$ cat config.mk
export PLATFORM = sky130hd
export DESIGN_NAME = instr_fetch_unit_flat
export DESIGN_NICKNAME = d
export VERILOG_FILES = /design/src/rtl/instr_fetch_unit_if.sv /design/src/rtl/instr_fetch_unit.sv /design/src/flat_wrapper.sv
export SDC_FILE = /design/constraint.sdc
export NUM_CORES = 1
export LEC_CHECK = 0
export BUFFER_PORTS_ARGS = -buffer_cell sky130_fd_sc_hd__buf_2
export CAP_MARGIN = 10
export CORE_MARGIN = 8
export CORE_UTILIZATION = 54
export CTS_CLUSTER_DIAMETER = 30
export DETAILED_ROUTE_END_ITERATION = 16
export GPL_TIMING_DRIVEN = 1
export HOLD_SLACK_MARGIN = 0.06
export PLACE_DENSITY = 0.76
export SYNTH_ARGS = -nofsm -noshare
export SYNTH_HDL_FRONTEND = slang
export SYNTH_SLANG_ARGS = --single-unit
$ cat constraint.sdc
create_clock -name clk -period 2.35 [get_ports clk]
set_clock_uncertainty 0.1 [all_clocks]
set_input_delay 0.47 -clock clk [delete_from_list [all_inputs] [get_ports clk]]
set_output_delay 0.47 -clock clk [all_outputs]
set_load 0.05 [all_outputs]
$ cat src/rtl/instr_fetch_unit_if.sv
// ---------------------------------------------------------------------------
// instr_fetch_unit_if
// Bundles the fetch unit's PC, program-load and control-stage signals.
//   run                      : level, fetching proceeds while high
//   count1/count2            : PC low/high halves forming the fetch address
//   pc_enable/jmp/jmploc     : PC advance pulse, jump flag and jump target
//   prog_we/prog_addr/prog_data : program memory write port
//   ir/opcode/operand        : instruction register and its two halves
//   instr_valid/instr_ack    : valid/ack handshake to the control stage
//   halted                   : high while fetching is halted
// Modport master is the fetch unit, slave is its environment.
// ---------------------------------------------------------------------------
interface instr_fetch_unit_if #(
  parameter int DATA_W = 8,
  parameter int ADDR_W = 4
);
  logic                  run;
  logic [ADDR_W/2-1:0]   count1;
  logic [ADDR_W/2-1:0]   count2;
  logic                  pc_enable;
  logic                  jmp;
  logic [ADDR_W-1:0]     jmploc;
  logic                  prog_we;
  logic [ADDR_W-1:0]     prog_addr;
  logic [DATA_W-1:0]     prog_data;
  logic [DATA_W-1:0]     ir;
  logic [DATA_W/2-1:0]   opcode;
  logic [DATA_W/2-1:0]   operand;
  logic                  instr_valid;
  logic                  instr_ack;
  logic                  halted;

  modport master (
    input  run, count1, count2, prog_we, prog_addr, prog_data, instr_ack,
    output pc_enable, jmp, jmploc, ir, opcode, operand, instr_valid, halted
  );

  modport slave (
    output run, count1, count2, prog_we, prog_addr, prog_data, instr_ack,
    input  pc_enable, jmp, jmploc, ir, opcode, operand, instr_valid, halted
  );
endinterface

$ cat src/rtl/instr_fetch_unit.sv
// ---------------------------------------------------------------------------
// instr_fetch_unit
// Fetch/decode stage behind the program counter. Reads a 2**ADDR_W x DATA_W
// program memory at {count2,count1}, latches the word into ir, offers it to
// the control stage with instr_valid/instr_ack, then pulses pc_enable once
// (with jmp/jmploc for a jump opcode) so the PC advances exactly once per
// completed instruction. A halt opcode parks the unit in HALT until run drops.
// Ports:
//   clk   : system clock
//   rst   : synchronous reset, active high
//   bus   : instr_fetch_unit_if.master (PC, program-load, handshake signals)
//   step  : single-step request, present only with STEP_MODE_EN
// Optional feature macro: STEP_MODE_EN -- leaving IDLE needs run=1 and a
// rising edge on step; every instruction returns to IDLE afterwards.
// ---------------------------------------------------------------------------
module instr_fetch_unit #(
  parameter int          DATA_W     = 8,
  parameter int          ADDR_W     = 4,
  parameter int          SETTLE_CYC = 1,
  parameter logic [3:0]  OPC_JMP    = 4'h8,
  parameter logic [3:0]  OPC_HLT    = 4'hF
) (
  input logic               clk,
  input logic               rst,
  instr_fetch_unit_if.master bus
`ifdef STEP_MODE_EN
  ,
  input logic               step
`endif
);

  typedef enum logic [2:0] {
    IDLE    = 3'd0,
    FETCH   = 3'd1,
    DECODE  = 3'd2,
    EXEC    = 3'd3,
    ADVANCE = 3'd4,
    SETTLE  = 3'd5,
    HALT    = 3'd6
  } state_t;

  localparam logic [2:0] SETTLE_LAST = 3'(SETTLE_CYC - 1);

  state_t                state_r;
  logic [DATA_W-1:0]     mem_r [0:(1<<ADDR_W)-1];
  logic [DATA_W-1:0]     ir_r;
  logic                  pc_enable_r;
  logic                  jmp_r;
  logic [ADDR_W-1:0]     jmploc_r;
  logic                  instr_valid_r;
  logic                  halted_r;
  logic [2:0]            settle_cnt_r;

  logic [ADDR_W-1:0]     addr_s;
  logic [DATA_W/2-1:0]   op_s;
  logic [DATA_W/2-1:0]   operand_s;
  logic                  prog_ok_s;
  logic                  start_s;
  logic                  resume_s;

  assign addr_s    = {bus.count2, bus.count1};
  assign op_s      = ir_r[DATA_W-1:DATA_W/2];
  assign operand_s = ir_r[DATA_W/2-1:0];
  // Loads are only safe while nothing is being fetched; reset blocks them too.
  assign prog_ok_s = bus.prog_we && !rst && ((state_r == IDLE) || (state_r == HALT));

`ifdef STEP_MODE_EN
  logic step_r;
  logic step_prev_r;

  // Register step and keep its previous value for rising-edge detection.
  always_ff @(posedge clk) begin
    if (rst) begin
      step_r      <= 1'b0;
      step_prev_r <= 1'b0;
    end else begin
      step_r      <= step;
      step_prev_r <= step_r;
    end
  end

  assign start_s  = bus.run && step_r && !step_prev_r;
  assign resume_s = 1'b0;  // one instruction per step edge
`else
  assign start_s  = bus.run;
  assign resume_s = bus.run;
`endif

  // Program memory write port; contents survive reset.
  always_ff @(posedge clk) begin
    if (prog_ok_s) begin
      mem_r[bus.prog_addr] <= bus.prog_data;
    end
  end

  // Fetch/decode/handshake FSM with all outputs registered.
  always_ff @(posedge clk) begin
    if (rst) begin
      state_r       <= IDLE;
      ir_r          <= {DATA_W{1'b0}};
      pc_enable_r   <= 1'b0;
      jmp_r         <= 1'b0;
      jmploc_r      <= {ADDR_W{1'b0}};
      instr_valid_r <= 1'b0;
      halted_r      <= 1'b0;
      settle_cnt_r  <= 3'd0;
    end else begin
      case (state_r)
        IDLE: begin
          if (start_s && !bus.prog_we) state_r <= FETCH;
          else                         state_r <= IDLE;
        end
        FETCH: begin
          ir_r    <= mem_r[addr_s];
          state_r <= DECODE;
        end
        DECODE: begin
          if (op_s == OPC_HLT) begin
            halted_r <= 1'b1;
            state_r  <= HALT;
          end else begin
            instr_valid_r <= 1'b1;
            state_r       <= EXEC;
          end
        end
        EXEC: begin
          // pc_enable is raised on the ack edge so it is high during ADVANCE.
          if (bus.instr_ack) begin
            instr_valid_r <= 1'b0;
            pc_enable_r   <= 1'b1;
            if (op_s == OPC_JMP) begin
              jmp_r    <= 1'b1;
              jmploc_r <= operand_s;
            end else begin
              jmp_r    <= 1'b0;
            end
            state_r <= ADVANCE;
          end else begin
            state_r <= EXEC;
          end
        end
        ADVANCE: begin
          pc_enable_r  <= 1'b0;
          jmp_r        <= 1'b0;
          settle_cnt_r <= 3'd0;
          state_r      <= SETTLE;
        end
        SETTLE: begin
          // Give the PC time to update before the next address is sampled.
          if (settle_cnt_r == SETTLE_LAST) begin
            settle_cnt_r <= 3'd0;
            if (resume_s) state_r <= FETCH;
            else          state_r <= IDLE;
          end else begin
            settle_cnt_r <= settle_cnt_r + 3'd1;
          end
        end
        HALT: begin
          if (!bus.run) begin
            halted_r <= 1'b0;
            state_r  <= IDLE;
          end else begin
            state_r  <= HALT;
          end
        end
        default: begin
          state_r       <= IDLE;
          pc_enable_r   <= 1'b0;
          jmp_r         <= 1'b0;
          instr_valid_r <= 1'b0;
          halted_r      <= 1'b0;
          settle_cnt_r  <= 3'd0;
        end
      endcase
    end
  end

  assign bus.ir          = ir_r;
  assign bus.opcode      = op_s;
  assign bus.operand     = operand_s;
  assign bus.pc_enable   = pc_enable_r;
  assign bus.jmp         = jmp_r;
  assign bus.jmploc      = jmploc_r;
  assign bus.instr_valid = instr_valid_r;
  assign bus.halted      = halted_r;

endmodule
$ cat src/flat_wrapper.sv
// flat-port wrapper written by rule: the top's interface ports become plain ports
module instr_fetch_unit_flat 
#(
  parameter int          DATA_W     = 8,
  parameter int          ADDR_W     = 4,
  parameter int          SETTLE_CYC = 1,
  parameter logic [3:0]  OPC_JMP    = 4'h8,
  parameter logic [3:0]  OPC_HLT    = 4'hF
)
  (clk, rst, bus_run, bus_count1, bus_count2, bus_prog_we, bus_prog_addr, bus_prog_data, bus_instr_ack, bus_pc_enable, bus_jmp, bus_jmploc, bus_ir, bus_opcode, bus_operand, bus_instr_valid, bus_halted);
  instr_fetch_unit_if #(.DATA_W(DATA_W), .ADDR_W(ADDR_W)) bus_i ();
  input logic clk;
  input logic rst;
  input wire logic [$bits(bus_i.run)-1:0] bus_run;
  input wire logic [$bits(bus_i.count1)-1:0] bus_count1;
  input wire logic [$bits(bus_i.count2)-1:0] bus_count2;
  input wire logic [$bits(bus_i.prog_we)-1:0] bus_prog_we;
  input wire logic [$bits(bus_i.prog_addr)-1:0] bus_prog_addr;
  input wire logic [$bits(bus_i.prog_data)-1:0] bus_prog_data;
  input wire logic [$bits(bus_i.instr_ack)-1:0] bus_instr_ack;
  output wire logic [$bits(bus_i.pc_enable)-1:0] bus_pc_enable;
  output wire logic [$bits(bus_i.jmp)-1:0] bus_jmp;
  output wire logic [$bits(bus_i.jmploc)-1:0] bus_jmploc;
  output wire logic [$bits(bus_i.ir)-1:0] bus_ir;
  output wire logic [$bits(bus_i.opcode)-1:0] bus_opcode;
  output wire logic [$bits(bus_i.operand)-1:0] bus_operand;
  output wire logic [$bits(bus_i.instr_valid)-1:0] bus_instr_valid;
  output wire logic [$bits(bus_i.halted)-1:0] bus_halted;
  assign bus_i.run = bus_run;
  assign bus_i.count1 = bus_count1;
  assign bus_i.count2 = bus_count2;
  assign bus_i.prog_we = bus_prog_we;
  assign bus_i.prog_addr = bus_prog_addr;
  assign bus_i.prog_data = bus_prog_data;
  assign bus_i.instr_ack = bus_instr_ack;
  assign bus_pc_enable = bus_i.pc_enable;
  assign bus_jmp = bus_i.jmp;
  assign bus_jmploc = bus_i.jmploc;
  assign bus_ir = bus_i.ir;
  assign bus_opcode = bus_i.opcode;
  assign bus_operand = bus_i.operand;
  assign bus_instr_valid = bus_i.instr_valid;
  assign bus_halted = bus_i.halted;
  instr_fetch_unit #(.DATA_W(DATA_W), .ADDR_W(ADDR_W), .SETTLE_CYC(SETTLE_CYC), .OPC_JMP(OPC_JMP), .OPC_HLT(OPC_HLT)) u_core (.clk(clk), .rst(rst), .bus(bus_i));
endmodule
==> run metrics <==
fin nets=458; via count=3563; Yosys warnings=0; Avg Cell Area, Syn=roughly 17 µm²; Reg-to-Reg Start=u_core.state_r[0]; worst hold path type=in -> reg; Critical Path Most Common Cell=buf_4; Seq/Total Area, Yosys=a little over two thirds; critical path required time=2.37 ns; Max Fanout on Critical Path=8; first-pass GRT wire length=about 20000 µm; crit-path max cell delay=0.38 ns; Data arrival, critical path=between 2 and 2.5 ns; Max VDD drop=1160 µV; Slew HR=54.9%; Critical Path Source=u_core.state_r[0]; drt wl/cell=between 20 and 25 µm; CTS max path bufs=2; Worst-path clk slew=roughly 0.060 ns; min Tclk post-route=between 2 and 2.5 ns; Yosys top cell by area=edfxtp_1; Synth Flop Type=edfxtp_1; Setup Fix Bufs, Post-CTS=0; DP Worst Slack=0.0379 ns; max_cap viols=0; Placer Congestion=0.868; Synth-to-Final Area Change=19.2%; #FFs+latches synth=150; PortBufs=44; CTS Buf Count=17; row cnt=39; CP Capture Type=register; drt drc=0; worst setup margin=0.136 ns; status=complete, no violations; Post-synth EDFFs=about 130; initial antenna violation count=0; core area=0.0112 mm²; Ant. Diodes=0; power per cell area=912 mW/mm²; I/O pin cnt=45; DR pass1 iterations=5; CTS tree=done; Critical Path Source Type=register; slew of the pin with the lowest slew margin=0.676 ns; Max Freq=452 MHz; CP Buf/Inv Count=3; Post-synth ARST share=0%; cell chain of the critical path=inv_1, ha_2, nand2b_1, a211oi_2, buf_4, nand2_1, nor3_2, buf_4; CP delay by family, top=buffers and inverters; die height=122 µm; leakage=~2.6 nW; Synth area leaders=edfxtp_1 (63%), mux4_2 (8.5%), dfxtp_1 (7.2%), mux2i_1 (4.9%), buf_4 (1.4%); share of layout cells above drive strength 1=30.6%; fin. max-slew vios=0; vias in the first global route=3657; H-tree levels=4; Root Driver=clkbuf_16; synthesized area=0.00610 mm²; overall global routing resource usage=between 10% and 20%; DRT iter0 DRCs=~430; Routed WL=13100 µm; endpoints failing hold=0; remaining antenna violation count=0; Min-Delay Startpoint=bus_instr_ack; Horiz. Die Dim=about 120 µm; clk_lat worst skew=about 0.42 ns; Initial Util=54.3%; synthesized instance count=366; Synth top area share=63.0%; Post-Syn Nets=a little under 400; Tot Pwr=between 6 and 7 mW; Detail Placement HPWL=8300 µm; largest net degree at the start of global routing=27; final setup violation count=0; grt ovf=0; vias per inst=6.07; Clock Sinks=150; CP max stage cell=dfxtp_1; critical path class=reg -> reg; period utilization=94.2%; die footprint=0.0149 mm²; Synth cell types=between 40 and 50
-- synth_stat cells, types with 6 or more instances --
cell and n:
a21oi_1 8, a221oi_1 7, buf_4 11, dfxtp_1 22
edfxtp_1 128, ha_1 6, inv_1 8, mux2i_1 30
mux4_2 23, nand2_1 20, nand2b_1 7, nor2_1 22
o211ai_1 9, o21ai_0 11
-- cells in the final DEF, fill, tap and decap left out, drive strengths merged, types with 2 or more instances in the layout --
cell	Yosys	routed
bufinv	0	7
a221oi	8	8
clkinv	0	3
mux2i	30	30
buf	21	71
o21ai	12	12
or3	3	3
ha	6	6
a211oi	5	5
dfxtp	22	22
nor2b	4	4
nor3	6	6
a21oi	8	8
a22oi	2	2
o211ai	9	9
clkinvlp	0	3
a211o	2	2
nand4	2	2
clkbuf	3	17
nand2b	7	7
edfxtp	128	128
inv	8	10
and2	2	2
nand2	20	20
mux4	23	23
nor2	22	22
-- state kept, by name, summed over array words and instances, names as in the netlist --
register / count
u_core.bus.halted: 1
u_core.bus.instr_valid: 1
u_core.bus.ir: 8
u_core.bus.jmp: 1
u_core.bus.jmploc: 4
u_core.bus.pc_enable: 1
u_core.mem_r: 128
u_core.settle_cnt_r: 3
u_core.state_r: 3
-- worst reg2reg max path, stage by stage (launching register included) --
cell and delay (ns):
dfxtp_1 0.38, inv_1 0.13, ha_2 0.22, nand2b_1 0.12
a211oi_2 0.33, buf_4 0.17, nand2_1 0.11, nor3_2 0.15
buf_4 0.21
-- cell families (layout without fill, tap and decap cells) --
kind of cell | after synthesis | after routing | synth area share [%]
and+or+nand+nor | 72 | 72 | 5.87
muxes | 53 | 53 | 13.4
AOI/OAI and AO/OA | 52 | 52 | 5.95
adders and majority gates | 6 | 6 | 1.23
buffers and inverters | 33 | 111 | 3.26
DFF | 150 | 150 | 70.3
-- layout make-up --
| class | instances | area, µm² |
|---|---|---|
| Fill cell | 779 | 3950 |
| Tap cell | 143 | 179 |
| Inverter | 8 | 30.0 |
| Timing Repair Buffer | 71 | 435 |
| Clock inverter | 15 | 275 |
| Sequential cell | 150 | 4280 |
| Multi-Input combinational cell | 183 | 1640 |
| Clock buffer | 17 | 425 |
-- worst paths after layout --
check                                 to  slack, ns  depth (start not counted)
setup / recovery      u_core.mem_r[1][3]       0.14                          8
hold / removal      u_core.bus.pc_enable       0.31                          3
setup reg to reg      u_core.mem_r[1][3]       0.14                          8
hold reg to reg   u_core.settle_cnt_r[1]       0.38                          2
-- per-stage QoR --
step / hold slack (ns) / area [µm²] / util (%) / std cells / TNS (ns)
final: 0.314 / 7270 / 64.8 / 587 / 0
after detailed placement: 0.369 / 6540 / 58.3 / 555 / 0
after CTS: 0.296 / 7250 / 64.6 / 587 / 0
after floorplan: 0.349 / 6100 / - / 366 / 0
after global routing: 0.332 / 7270 / 64.8 / 587 / -0.0616
after global placement: 0.356 / 6540 / 58.3 / 555 / 0
-- timing repair --
item,in CTS,in global routing
hold buffers,0,0
resized for setup,1,6
pin swaps,0,1
setup endpoints to repair,8,68
-- metal layers --
| metal | wire length [µm] | up-vias | share of wire, % | GRT usage, % |
|---|---|---|---|---|
| li1 | - | 1566 | - | - |
| met1 | 5210 | 1801 | 40 | 22.0 |
| met2 | 6610 | 173 | 51 | 31.4 |
| met3 | 919 | 23 | 7.0 | 4.88 |
| met4 | 312 | 0 | 2.4 | 8.07 |
| met5 | 0 | - | 0 | 0 |
-- where the power goes --
| group | total, mW | switching (mW) | leakage (nW) | internal, mW |
|---|---|---|---|---|
| clock network | 3.19 | 1.08 | 0.332 | 2.11 |
| logic | 0.483 | 0.325 | 0.909 | 0.158 |
| registers | 2.96 | 0.0314 | 1.33 | 2.93 |
| total | 6.63 | 1.44 | 2.57 | 5.19 |
Power figures use the tool's default switching activity.
